**src/rtl/secuenciador_grabacion_if.sv**
```systemverilog
// rtl/secuenciador_grabacion_if.sv - button, note, RAM and status bundle of the record/playback sequencer
interface secuenciador_grabacion_if #(
    parameter int ADDR_W = 6
);
    logic              btn_grabar;
    logic              btn_reproducir;
    logic              btn_parar;
    logic [7:0]        nota_in;
    logic              mem_we;
    logic [ADDR_W-1:0] mem_addr;
    logic [7:0]        mem_wdata;
    logic [7:0]        mem_rdata;
    logic [7:0]        nota_salida;
    logic [1:0]        estado;
    logic [ADDR_W:0]   largo;

    modport slave (
        input  btn_grabar, btn_reproducir, btn_parar, nota_in, mem_rdata,
        output mem_we, mem_addr, mem_wdata, nota_salida, estado, largo
    );

    modport master (
        output btn_grabar, btn_reproducir, btn_parar, nota_in, mem_rdata,
        input  mem_we, mem_addr, mem_wdata, nota_salida, estado, largo
    );
endinterface

```
**src/rtl/secuenciador_grabacion.sv**
```systemverilog
// rtl/secuenciador_grabacion.sv - piano note record/playback sequencer over a synchronous-read note RAM
module secuenciador_grabacion #(
    parameter int ADDR_W   = 6,
    parameter int TICK_DIV = 25000000,
    parameter bit LOOP     = 1'b0,
    parameter int NOTA_MAX = 65
) (
    input logic                     clk,
    input logic                     rst_n,
    secuenciador_grabacion_if.slave bus
);
    localparam int DEPTH = 2 ** ADDR_W;
    localparam int DIV_W = (TICK_DIV > 2) ? $clog2(TICK_DIV) : 1;

    localparam logic [DIV_W-1:0]  DIV_MAX = DIV_W'(TICK_DIV - 1);
    localparam logic [DIV_W-1:0]  DIV_UNO = DIV_W'(1);
    localparam logic [ADDR_W-1:0] WR_UNO  = ADDR_W'(1);
    localparam logic [ADDR_W:0]   RD_UNO  = (ADDR_W + 1)'(1);
    localparam logic [ADDR_W:0]   LLENO   = (ADDR_W + 1)'(DEPTH);
    localparam logic [7:0]        NMAX    = 8'(NOTA_MAX);

    typedef enum logic [1:0] {
        IDLE          = 2'd0,
        GRABANDO      = 2'd1,
        REPRODUCIENDO = 2'd2
    } estado_t;

    estado_t           state, state_next;
    logic [DIV_W-1:0]  div_cnt, div_next, div_inc;
    logic [ADDR_W-1:0] wr_ptr, wr_next;
    logic [ADDR_W:0]   rd_ptr, rd_next;
    logic [ADDR_W:0]   largo_q, largo_next;
    logic [7:0]        nota_q, nota_next;
    logic              rd_pend, rd_pend_next;

    logic       tick;
    logic       wr_en;
    logic       rd_go;
    logic       rd_wrap;
    logic [7:0] nota_limpia;

    assign tick        = (state != IDLE) && (div_cnt == '0);
    assign div_inc     = (div_cnt == DIV_MAX) ? '0 : div_cnt + DIV_UNO;
    assign nota_limpia = (bus.nota_in > NMAX) ? 8'd0 : bus.nota_in;

    // A restart or stop in the tick cycle cancels the write of that slot.
    assign wr_en   = (state == GRABANDO) && tick && !bus.btn_parar && !bus.btn_grabar;
    assign rd_go   = (state == REPRODUCIENDO) && tick &&
                     !bus.btn_parar && !bus.btn_grabar && !bus.btn_reproducir;
    assign rd_wrap = LOOP && rd_go && (rd_ptr >= largo_q);

    always_ff @(posedge clk or negedge rst_n) begin
        if (!rst_n) begin
            state   <= IDLE;
            div_cnt <= '0;
            wr_ptr  <= '0;
            rd_ptr  <= '0;
            largo_q <= '0;
            nota_q  <= '0;
            rd_pend <= 1'b0;
        end else begin
            state   <= state_next;
            div_cnt <= div_next;
            wr_ptr  <= wr_next;
            rd_ptr  <= rd_next;
            largo_q <= largo_next;
            nota_q  <= nota_next;
            rd_pend <= rd_pend_next;
        end
    end

    always_comb begin
        state_next   = state;
        div_next     = '0;
        wr_next      = wr_ptr;
        rd_next      = rd_ptr;
        largo_next   = largo_q;
        nota_next    = nota_q;
        rd_pend_next = 1'b0;
        case (state)
            IDLE: begin
                nota_next = '0;
                if (!bus.btn_parar) begin
                    if (bus.btn_grabar) begin
                        state_next = GRABANDO;
                        wr_next    = '0;
                        nota_next  = bus.nota_in;
                    end else if (bus.btn_reproducir && (largo_q != '0)) begin
                        state_next = REPRODUCIENDO;
                        rd_next    = '0;
                    end
                end
            end
            GRABANDO: begin
                div_next  = div_inc;
                nota_next = bus.nota_in;
                if (bus.btn_parar) begin
                    state_next = IDLE;
                    largo_next = {1'b0, wr_ptr};
                    nota_next  = '0;
                    div_next   = '0;
                end else if (bus.btn_grabar) begin
                    wr_next  = '0;
                    div_next = '0;
                end else if (wr_en) begin
                    if (wr_ptr == '1) begin
                        state_next = IDLE;
                        largo_next = LLENO;
                        nota_next  = '0;
                        div_next   = '0;
                        wr_next    = '0;
                    end else begin
                        wr_next = wr_ptr + WR_UNO;
                    end
                end
            end
            REPRODUCIENDO: begin
                div_next = div_inc;
                // Data for the address issued last cycle is on mem_rdata now.
                if (rd_pend) nota_next = bus.mem_rdata;
                if (bus.btn_parar) begin
                    state_next = IDLE;
                    nota_next  = '0;
                    div_next   = '0;
                end else if (bus.btn_grabar) begin
                    state_next = GRABANDO;
                    wr_next    = '0;
                    nota_next  = bus.nota_in;
                    div_next   = '0;
                end else if (bus.btn_reproducir) begin
                    rd_next  = '0;
                    div_next = '0;
                end else if (rd_go) begin
                    if (rd_ptr < largo_q) begin
                        rd_next      = rd_ptr + RD_UNO;
                        rd_pend_next = 1'b1;
                    end else if (rd_wrap) begin
                        rd_next      = RD_UNO;
                        rd_pend_next = 1'b1;
                    end else begin
                        state_next = IDLE;
                        nota_next  = '0;
                        div_next   = '0;
                    end
                end
            end
            default: begin
                state_next = IDLE;
                nota_next  = '0;
            end
        endcase
    end

    always_comb begin
        bus.mem_we    = 1'b0;
        bus.mem_addr  = '0;
        bus.mem_wdata = '0;
        case (state)
            GRABANDO: begin
                bus.mem_we    = wr_en;
                bus.mem_addr  = wr_ptr;
                bus.mem_wdata = wr_en ? nota_limpia : 8'd0;
            end
            REPRODUCIENDO: begin
                bus.mem_addr = rd_wrap ? '0 : rd_ptr[ADDR_W-1:0];
            end
            default: begin
                bus.mem_we = 1'b0;
            end
        endcase
    end

    assign bus.estado      = state;
    assign bus.nota_salida = nota_q;
    assign bus.largo       = largo_q;
endmodule

```
**src/flat_wrapper.sv**
```systemverilog
// flat-port wrapper written by rule: the top's interface ports become plain ports
module secuenciador_grabacion_flat 
#(
    parameter int ADDR_W   = 6,
    parameter int TICK_DIV = 25000000,
    parameter bit LOOP     = 1'b0,
    parameter int NOTA_MAX = 65
)
  (clk, rst_n, bus_btn_grabar, bus_btn_reproducir, bus_btn_parar, bus_nota_in, bus_mem_rdata, bus_mem_we, bus_mem_addr, bus_mem_wdata, bus_nota_salida, bus_estado, bus_largo);
  secuenciador_grabacion_if #(.ADDR_W(ADDR_W)) bus_i ();
  input logic clk;
  input logic rst_n;
  input wire logic [$bits(bus_i.btn_grabar)-1:0] bus_btn_grabar;
  input wire logic [$bits(bus_i.btn_reproducir)-1:0] bus_btn_reproducir;
  input wire logic [$bits(bus_i.btn_parar)-1:0] bus_btn_parar;
  input wire logic [$bits(bus_i.nota_in)-1:0] bus_nota_in;
  input wire logic [$bits(bus_i.mem_rdata)-1:0] bus_mem_rdata;
  output wire logic [$bits(bus_i.mem_we)-1:0] bus_mem_we;
  output wire logic [$bits(bus_i.mem_addr)-1:0] bus_mem_addr;
  output wire logic [$bits(bus_i.mem_wdata)-1:0] bus_mem_wdata;
  output wire logic [$bits(bus_i.nota_salida)-1:0] bus_nota_salida;
  output wire logic [$bits(bus_i.estado)-1:0] bus_estado;
  output wire logic [$bits(bus_i.largo)-1:0] bus_largo;
  assign bus_i.btn_grabar = bus_btn_grabar;
  assign bus_i.btn_reproducir = bus_btn_reproducir;
  assign bus_i.btn_parar = bus_btn_parar;
  assign bus_i.nota_in = bus_nota_in;
  assign bus_i.mem_rdata = bus_mem_rdata;
  assign bus_mem_we = bus_i.mem_we;
  assign bus_mem_addr = bus_i.mem_addr;
  assign bus_mem_wdata = bus_i.mem_wdata;
  assign bus_nota_salida = bus_i.nota_salida;
  assign bus_estado = bus_i.estado;
  assign bus_largo = bus_i.largo;
  secuenciador_grabacion #(.ADDR_W(ADDR_W), .TICK_DIV(TICK_DIV), .LOOP(LOOP), .NOTA_MAX(NOTA_MAX)) u_core (.clk(clk), .rst_n(rst_n), .bus(bus_i));
endmodule
```
**config.mk**
```make
export PLATFORM = sky130hd
export DESIGN_NAME = secuenciador_grabacion_flat
export DESIGN_NICKNAME = d
export VERILOG_FILES = /design/src/rtl/secuenciador_grabacion_if.sv /design/src/rtl/secuenciador_grabacion.sv /design/src/flat_wrapper.sv
export SDC_FILE = /design/constraint.sdc
export NUM_CORES = 1
export LEC_CHECK = 0
export BUFFER_PORTS_ARGS = -buffer_cell sky130_fd_sc_hd__buf_2
export CORE_MARGIN = 5
export CORE_UTILIZATION = 55
export CTS_CLUSTER_SIZE = 40
export DETAILED_ROUTE_END_ITERATION = 8
export GPL_TIMING_DRIVEN = 0
export PLACE_DENSITY = 0.78
export RECOVER_POWER = 25
export SKIP_LAST_GASP = 1
export SLEW_MARGIN = 5
export SYNTH_ARGS = -nofsm -noshare
export SYNTH_HDL_FRONTEND = slang
export SYNTH_SLANG_ARGS = --single-unit
```
**constraint.sdc**
```tcl
create_clock -name clk -period 3.1 [get_ports clk]
set_input_delay 0.62 -clock clk [delete_from_list [all_inputs] [get_ports clk]]
set_output_delay 0.62 -clock clk [all_outputs]
set_load 0.1 [all_outputs]
```
# Yosys cells after proc, flatten, opt, wreduce, memory -nomap -nowiden
# Cells that the tools add are included.
# W data, S select, Z words.
[op_classes]
addsub = 3
n_mux = 68
eq_ne = 23
n_lt_le_gt_ge = 2
reduce_logical = 25
[ops]
columns = ["op", "count"]
rows = [
  ["$mux W25", 10],
  ["$mux W8", 15],
  ["$mux W7", 12],
  ["$pmux W25 S2", 1],
  ["$mux W6", 6],
  ["$add A25 B1 Y25 const B", 1],
  ["$eq A25 B25 Y1 const B", 1],
  ["$logic_not A25 Y1", 1],
  ["$mux W2", 12],
  ["$pmux W6 S2", 2],
  ["$pmux W8 S3", 1],
  ["$reduce_and A8 Y1", 2],
  ["$pmux W7 S2", 1],
  ["$ne A2 B2 Y1 const B", 6],
  ["$ne A3 B2 Y1 const B", 4],
  ["$reduce_bool A2 Y1", 5],
  ["$logic_and A1 B1 Y1", 9],
  ["$ne A3 B3 Y1 const B", 3],
  ["$gt A8 B7 Y1 const B", 1],
  ["$ne A4 B4 Y1 const B", 2],
  ["$add A7 B1 Y7 const B", 1],
  ["$lt A7 B7 Y1", 1],
  ["$mux W1", 7],
  ["$reduce_bool A7 Y1", 1],
  ["other kinds (12)", 16],
]
[totals]
out_inout_bits = 32
reg_bits = 56

# Depth between registers and ports, before layout
# Gate-level depths: netlist of the first run.
[logic_depth]
word_depth = 11
mapped_depth = 9
depth_no_buf = 8

# Least setup slack after synthesis of the first run
# No wires, ideal clock.
[synth_timing]
path_kind = "reg2out"
start = "register u_core.state[0] (netlist: u_core.bus.estado[0])"
end = "output bus_mem_we"
path_stages_with_launch = 8
t_arrival_ps = 3561
t_required_ps = 2480
setup_slack_ps = -1081
n_path_buf = 0
cell_sequence = "dfrtp_1 -> inv_1 -> ha_1 -> nor4_2 -> nand4_1 -> nor3_1 -> nand2_1 -> nor2_1"
[synth_via]
elab_chain_len = 6
word_cells_on_any_way = 7
cone_classes = "1 x eq/ne; 1 x mux; 5 x reduce/logical"
[synth_lines]
columns = ["element", "line", "rtl"]
rows = [
  ["start, declared", "secuenciador_grabacion.sv:28", "estado_t state, state_next;"],
  ["start signal, assigned", "secuenciador_grabacion.sv:62", "state <= state_next;"],
  ["$reduce_bool A2 Y1", "secuenciador_grabacion.sv:42", "assign tick = (state != IDLE) && (div_cnt == '0);"],
  ["$logic_and A1 B1 Y1", "secuenciador_grabacion.sv:42", ""],
  ["$logic_and A1 B1 Y1 (3 in a row)", "secuenciador_grabacion.sv:47", "assign wr_en = (state == GRABANDO) && tick && !bus.btn_parar && !bus.btn_grabar;"],
  ["$mux W1 *", "secuenciador_grabacion.sv:158", "case (state)"],
  ["end, declared", "flat_wrapper.sv:18", "output wire logic [$bits(bus_i.mem_we)-1:0] bus_mem_we;"],
]
# Every way passes the cells marked *; elsewhere a longest branch is shown, timed or not.

# Worst setup path after layout of the first run
[layout_timing]
start = "register u_core.div_cnt[9]"
end = "register u_core.rd_ptr[0]"
[layout_via]
elab_chain_len = 8
[layout_lines]
columns = ["element", "line", "rtl"]
rows = [
  ["start, declared", "secuenciador_grabacion.sv:29", "logic [DIV_W-1:0] div_cnt, div_next, div_inc;"],
  ["start signal, assigned", "secuenciador_grabacion.sv:63", "div_cnt <= div_next;"],
  ["$logic_not A25 Y1", "secuenciador_grabacion.sv:42", ""],
  ["$logic_and A1 B1 Y1", "secuenciador_grabacion.sv:42", ""],
  ["$logic_and A1 B1 Y1 (2 in a row)", "secuenciador_grabacion.sv:48", "assign rd_go = (state == REPRODUCIENDO) && tick &&"],
  ["$logic_and A1 B1 Y1 (2 in a row)", "secuenciador_grabacion.sv:49", "!bus.btn_parar && !bus.btn_grabar && !bus.btn_reproducir;"],
  ["$ne A3 B2 Y1 (no source line)", "--", ""],
  ["$reduce_and A8 Y1 (no source line)", "--", ""],
  ["end signal, assigned", "secuenciador_grabacion.sv:65", "rd_ptr <= rd_next;"],
  ["end, declared", "secuenciador_grabacion.sv:31", "logic [ADDR_W:0] rd_ptr, rd_next;"],
]
# Every way passes these cells.
# A chain may end at the register's enable or synchronous reset.

==> flow_summary.toml, run 1 <==
[timing]
finalWorstSetupSlack_ns = -0.0702
fmax_ghz = 0.315
timing.final.crit_share_pct = 102
fin_skew_ns = 0.00918
maxSlewViolCount = 0
tightestPinTransition_ns = 1.38
rsz0062_at_grt = "yes"
hold_violations = 0
finalCriticalPeriod_ns = 3.17
slew-limit-headroom_pct = 8.33
setup_viol = 8

[power]
p_leak_nw = 1.85
p_per_area_mw_per_mm2 = 658
pwr-share-clk_pct = 17.0
vdd_drop_max_mv = 0.399
sw_frac_of_total_pct = 45.0
seqPwrFrac_pct = 31.2
p_int_w = 0.00154
p_sw_w = 0.00126
comb_power_share_pct = 51.8

[setup_path]
r2r-end = "u_core.rd_ptr[0]$_DFFE_PN0P_"
cp_data_arrival_time_ns = 3.37
crit_type = "reg2reg"
r2r_cells = 18
start_kind = "flip-flop"
critPathMaxFanout = 2
r2r_slack_ns = -0.07
cp.required_ns = 3.30
r2r_start = "u_core.div_cnt[9]$_DFF_PN0_"
end_kind = "flip-flop"

[yosys]
synth_top_family_by_area = "simple AND/OR/NAND/NOR gates"
yosysWarnings = 0
synthDominantCellAreaShare_pct = 41.5
yosys-mux-area-fraction_pct = 3.00
seq_area_frac_synth_pct = 41.5
synthArstFlopShare_pct = 100
ys_types = 58
avgSynthCellArea_um2 = 9.75
ys_ff_latch = 56
synth_most_common_cell = "dfrtp_1"
synth.top_cells.by_count = "dfrtp_1 (56), nor2_1 (41), xor2_1 (21), nand2_1 (20), inv_1 (16)"
synth-compound-area-share_pct = 14.0
synth_cells = 346
yosysTopAreaCell = "dfrtp_1"
ys_top_cells_by_area = "dfrtp_1 (42%), ha_1 (5.6%), xor2_1 (5.5%)"
synth_fp_nets = 382
synthSimpleGateAreaFrac_pct = 25.4
synthXorXnorAreaFrac_pct = 7.01
synth_edf_count = 0
syn_area_mm2 = 0.00337
synthAdderAreaFrac_pct = 5.56
synth_ff_type = "dfrtp_1"

[global_route]
grt_pass1_vias = 3007
grt_overflow = 0
antenna_found_initial = 0
grtUsageTotal_pct = 23.6
grt_max_degree = 57
grt_pass1_wl_um = 14400

[clock_tree]
clkSlewWorstSetupHoldPaths_ns = 0.10
worstSkewPairLatency_ns = 0.30
clock-sinks = 56
postCtsHoldBufs = 0
htree_levels = 2
clockRootBuffer = "clkbuf_8"
clk_path_buf_depth = 2
numCtsBuffers = 5
cts_tree = "done"

[floorplan]
die_w_um = 88.3
core_area_mm2 = 0.00596
start_util_pct = 56.6
boundaryPins = 53
core.rowCount = 28
chipHeight_um = 88.3
die_area_mm2 = 0.00780

[hold_path]
whs_endpoint = "u_core.div_cnt[0]$_DFF_PN0_"
hp-class = "reg2reg"
min_path_cells = 1
hold_start = "u_core.div_cnt[0]$_DFF_PN0_"

[drt]
routed_wl_um = 9240
ant_nets = 0
drtIter0Drc = 263
dr.pass1.iters = 5
avgViaCountPerCell = 6.06
drcViolationCount = 0
routedWlPerCell_um = 18.4
vias = 3047

[placement]
place_area_mm2 = 0.00379
place.gp.congestion = 0.858
dp_cells = 471
port_buffers = 50
hpwl_um = 5790

[finish]
antennaDiodeCount = 0
design_area_mm2 = 0.00425
fill_cells = 434
syn2layout_area_growth_pct = 26.1
layout-drive-gt1-share_pct = 31.1
stdcell_count = 503
fin_nets = 463

[flow_run]
maxCapViolCount = 0

[status]
status = "finished, violations left"
violations = "setup timing"
==> repair_timing <==
item,CTS,global route
resized for setup,34,13
setup buffers,18,7
setup endpoints to repair,7,11
pin swaps,12,9
==> metrics by stage <==
step | power, W | setup WS (ns) | setup TNS, ns | util [%] | hold WS [ns]
after detailed placement | 0.00200 | -0.208 | -1.36 | 63.6 | 0.486
after global placement | 0.00198 | -0.164 | -1.07 | 63.6 | 0.460
after CTS | 0.00268 | -0.127 | -1.02 | 69.7 | 0.500
final | 0.00280 | -0.0702 | -0.456 | 71.4 | 0.502
after floorplan | 0.00176 | 0.0196 | 0 | - | 0.324
after global routing | 0.00292 | -0.141 | -1.22 | 71.4 | 0.524
==> cell usage in the layout, fill, tap and decap left out, types with 6 or more instances in the layout <==
cell type and n:
xnor2_1 6, buf_4 27, nor2b_2 6, nor2_1 40, ha_1 14, a22o_1 8
nand3_1 14, and2_4 7, xor2_1 21, dfrtp_2 7, nand2_1 19, and3_1 6
inv_1 14, mux2i_1 9, a21oi_1 8, o21ai_0 7, clkbuf_1 8, buf_12 7
o2bb2ai_1 8, buf_2 42, nand4_1 12, a22oi_1 6, dfrtp_1 47
==> routing by layer <==
metal / routed length [um] / vias to the layer above / track usage (%)
met5: 0 / - / 0
met4: 490 / 0 / 14.0
met3: 551 / 46 / 4.38
met2: 4620 / 123 / 39.5
met1: 3570 / 1467 / 28.2
li1: - / 1411 / -
==> registers in the layout, indices dropped and copies added, names as in the netlist <==
signal                  flops
u_core.bus.estado           2
u_core.bus.largo            7
u_core.bus.nota_salida      8
u_core.div_cnt             25
u_core.rd_pend              1
u_core.rd_ptr               7
u_core.wr_ptr               6
==> power by group through the flow <==
stage               clock network, W  registers (W)  logic, W
floorplan                          0        0.00120  0.000562
detailed placement                 0       0.000888   0.00111
global placement                   0       0.000888   0.00109
CTS                         0.000481       0.000869   0.00133
finish                      0.000476       0.000873   0.00145
global route                0.000521       0.000880   0.00152
==> how the worst max path moves through the flow <==
stage	end	cells past startpoint	start	slack [ns]
finish	u_core.rd_ptr[0]$_DFFE_PN0P_	18	u_core.div_cnt[9]$_DFF_PN0_	-0.07
global route	bus_mem_wdata[6]	8	u_core.div_cnt[9]$_DFF_PN0_	-0.14
CTS	bus_mem_wdata[0]	10	u_core.bus.estado[1]$_DFFE_PN0P_	-0.13
detailed placement	bus_mem_wdata[0]	9	u_core.bus.estado[0]$_DFFE_PN0P_	-0.21
global placement	bus_mem_wdata[0]	9	u_core.bus.estado[1]$_DFFE_PN0P_	-0.16
floorplan	bus_mem_we	7	u_core.bus.estado[1]$_DFFE_PN0P_	0.02
==> cell families after synthesis <==
kind of cell,count (synthesis)
buffers and inverters,27
xor gates and xnor gates,27
DFF,56
and+or+nand+nor,149
muxes,10
other,1
adders and majority gates,15
AOI/OAI and AO/OA,61
==> cell type report <==
class                      count  area [um2]  area share, %
buffer                        11        52.6           1.24
multi-input combinational    263        1980           46.6
timing repair buffer          74         536           12.6
inverter                      16        65.1           1.53
tap                           75        93.8           2.21
clock inverter                 2        35.0          0.824
clock buffer                   6        72.6           1.71
sequential                    56        1420           33.3
==> critical path, stage by stage (launching register included) <==
cell,delay [ns]
dfrtp_2,0.44
nor4_4,0.36
nand2_1,0.14
nor3_2,0.29
buf_4,0.18
buf_4,0.10
buf_4,0.09
buf_4,0.09
buf_4,0.09
buf_4,0.09
buf_4,0.10
buf_4,0.11
buf_4,0.11
buf_4,0.10
buf_4,0.09
buf_4,0.10
nand3_4,0.08
a21bo_4,0.24
mux2_2,0.26
(Power assumes the default switching activity.)
==> run 2: changes to the inputs <==
--- a/config.mk
+++ b/config.mk
@@ -5,13 +5,14 @@
 export SDC_FILE = /design/constraint.sdc
 export NUM_CORES = 1
 export LEC_CHECK = 0
+export ABC_AREA = 1
 export BUFFER_PORTS_ARGS = -buffer_cell sky130_fd_sc_hd__buf_2
 export CORE_MARGIN = 5
 export CORE_UTILIZATION = 55
 export CTS_CLUSTER_SIZE = 40
 export DETAILED_ROUTE_END_ITERATION = 8
-export GPL_TIMING_DRIVEN = 0
-export PLACE_DENSITY = 0.78
+export GPL_TIMING_DRIVEN = 1
+export PLACE_DENSITY = 0.77
 export RECOVER_POWER = 25
 export SKIP_LAST_GASP = 1
 export SLEW_MARGIN = 5
==> run 2 against run 1 <==
- the flow now finishes without violations
- design area is 4.1% higher
- clock skew is 0.0016 ns higher
- global-route usage is 0.73 points lower
- combinational power is 4% lower
==> flow_summary.toml, run 2 <==
[finish]
antennaDiodeCount = 0
top_register = "u_core.div_cnt"
mostFrequentLayoutCells = "nand2_1 (117), nor2_1 (77), dfrtp_1 (54), inv_1 (53), buf_2 (43)"
layout-drive-gt1-share_pct = 23.0
syn2layout_area_growth_pct = 18.2
layout_commonest_cell = "nand2_1"
fin_util_pct = 65.9
stdcell_count = 654
largest_reg_flops = 25
fin_nets = 609

[hold_path]
hp-class = "in2async"

[yosys]
yosysTopAreaCell = "dfrtp_1"
ys_top_cells_by_area = "dfrtp_1 (37%), nand2_1 (12%), nor2_1 (7.8%)"
synth_most_common_cell = "nand2_1"
synth_edf_count = 0
syn_area_mm2 = 0.00375
yosysWarnings = 0
synth_ff_type = "dfrtp_1"
synth.top_cells.by_count = "nand2_1 (117), nor2_1 (78), inv_1 (57), dfrtp_1 (56), nand3_1 (27)"
synth_cells = 515
synthDominantCellAreaShare_pct = 37.4
synthArstFlopShare_pct = 100
seq_area_frac_synth_pct = 37.4
ys_ff_latch = 56
synth_fp_nets = 551
ys_types = 38
avgSynthCellArea_um2 = 7.27

[placement]
hpwl_um = 7270
place.gp.congestion = 0.923
port_buffers = 51
dp_cells = 640
post-place-ws_ns = 0.257

[power]
seqPwrFrac_pct = 33.3
vdd_drop_max_mv = 0.808
comb_power_share_pct = 50.9
p_leak_nw = 2.05
p_sw_w = 0.00140
p_total_w = 0.00273
p_int_w = 0.00133
p_per_area_mw_per_mm2 = 615
sw_frac_of_total_pct = 51.3
pwr-share-clk_pct = 15.8

[timing]
finalCriticalPeriod_ns = 2.96
tightestPinTransition_ns = 1.37
maxSlewViolCount = 0
hold_violations = 0
fin_skew_ns = 0.0108
finalWorstSetupSlack_ns = 0.135
setup_viol = 0
finalSetupTns_ns = 0
fmax_ghz = 0.337
rsz0062_at_grt = "no"
slew-limit-headroom_pct = 8.52
timing.final.crit_share_pct = 95.6

[clock_tree]
cts_tree = "done"
clk_path_buf_depth = 2
postCtsHoldBufs = 0
htree_levels = 2
clock-sinks = 56
numCtsBuffers = 5
clockRootBuffer = "clkbuf_8"
worstSkewPairLatency_ns = 0.32
ctsResizeCount = 0
clkSlewWorstSetupHoldPaths_ns = 0.11

[drt]
routedWlPerCell_um = 14.4
avgViaCountPerCell = 5.41
wl_met1_um = 4370
dr_wl_met2_um = 4440
dr.pass1.iters = 5
drtIter0Drc = 241
met3WireLength_um = 490
routed_wl_um = 9440
top_layer = "met4"
vias = 3536
drcViolationCount = 0
ant_nets = 0

[global_route]
grt_overflow = 0
grt_pass1_vias = 3307
grt_max_degree = 26
grt_pass1_wl_um = 15900
antenna_found_initial = 0
grtUsageTotal_pct = 22.8

[floorplan]
start_util_pct = 55.8
boundaryPins = 53
chipHeight_um = 92.5
core_area_mm2 = 0.00672
die_area_mm2 = 0.00856
die_w_um = 92.5
core.rowCount = 30

[setup_path]
crit_type = "reg2out"
critical_path.endpoint = "bus_mem_wdata[6]"
start_kind = "flip-flop"
cp.required_ns = 2.48
r2r_slack_ns = 0.76
r2r-end = "u_core.div_cnt[0]$_DFF_PN0_"
critPathMaxFanout = 8
end_kind = "output pin"
r2r_start = "u_core.bus.estado[0]$_DFFE_PN0P_"
cp-startpoint = "u_core.bus.estado[0]$_DFFE_PN0P_"
r2r_cells = 13
cp_data_arrival_time_ns = 2.34

[status]
status = "finished, final reports clean"

[flow_run]
maxCapViolCount = 0
-- run 2: cell types whose count changed after synthesis, sizes merged, moves of 11 or more --
cell / previous run / this run
nand3: 15 / 29
o21ai: 9 / 30
nor3: 5 / 19
a21oi: 8 / 19
nor2: 41 / 101
nand2: 20 / 123
inv: 16 / 59
-- run 2: repair_timing --
item                                    in CTS  in global routing
pin swaps                                    0                  4
endpoints found under the setup margin       7                  7
gates cloned                                 0                  0
setup buffers                                1                  5
-- run 2: metrics by stage --
stage / instance area, um2 / hold slack (ns)
global route: 4430 / 0.380
global placement: 4290 / 0.483
detailed placement: 4290 / 0.490
floorplan: 3880 / 0.324
CTS: 4400 / 0.179
finish: 4430 / 0.312
-- run 2: cell families after synthesis --
family,Yosys count,synth area share (%)
simple gates,300,36.9
buf+inv,70,8.48
compound gates,57,8.32
flops,56,37.4
xor+xnor,16,3.74
fa+ha+maj,15,5.01
other cells,1,0.100
-- run 2: layout make-up --
type,count,area (um2)
clock buffers,7,86.3
clock inverters,1,7.51
fillers,612,2290
inverters,59,230
multi-input cells,389,2150
flip-flops and latches,56,1410
well taps,80,100
repair buffers,62,447
-- run 2: critical path: stages (launching register included) --
cell and delay, ns:
dfrtp_4 0.47, inv_4 0.05, ha_4 0.18, nor2_2 0.07, nand2_1 0.06, nor2_2 0.12
nand2_2 0.07, nor2_4 0.12, inv_2 0.06, nor2_4 0.10, clkinvlp_4 0.11, buf_12 0.15
nor3b_4 0.24, buf_12 0.21
-- run 2: worst min-delay path by stage --
stage                                                     end  slack (ns)  cells past startpoint
after floorplan               u_core.bus.largo[0]$_DFFE_PN0P_        0.32                      0
after global placement        u_core.bus.largo[6]$_DFFE_PN0P_        0.48                      2
after detailed placement      u_core.bus.largo[6]$_DFFE_PN0P_        0.49                      2
after CTS                 u_core.bus.nota_salida[2]$_DFF_PN0_        0.18                      1
after global routing      u_core.bus.nota_salida[2]$_DFF_PN0_        0.38                      1
final                        u_core.bus.estado[1]$_DFFE_PN0P_        0.31                      1
-- run 2: metal layers --
layer  up-vias  global-route usage (%)
met5         -                       0
met4         0                    5.20
met3        16                    3.09
met2       109                    37.7
met1      1642                    32.0
li1       1769                       -
-- run 2: power groups by stage --
| stage | clock network, W | registers (W) | logic, W |
|---|---|---|---|
| CTS | 0.000437 | 0.000911 | 0.00134 |
| finish | 0.000431 | 0.000908 | 0.00139 |
| detailed placement | 0 | 0.000926 | 0.00134 |
| global placement | 0 | 0.000919 | 0.00132 |
| floorplan | 0 | 0.00135 | 0.000649 |
| global route | 0.000469 | 0.000924 | 0.00150 |
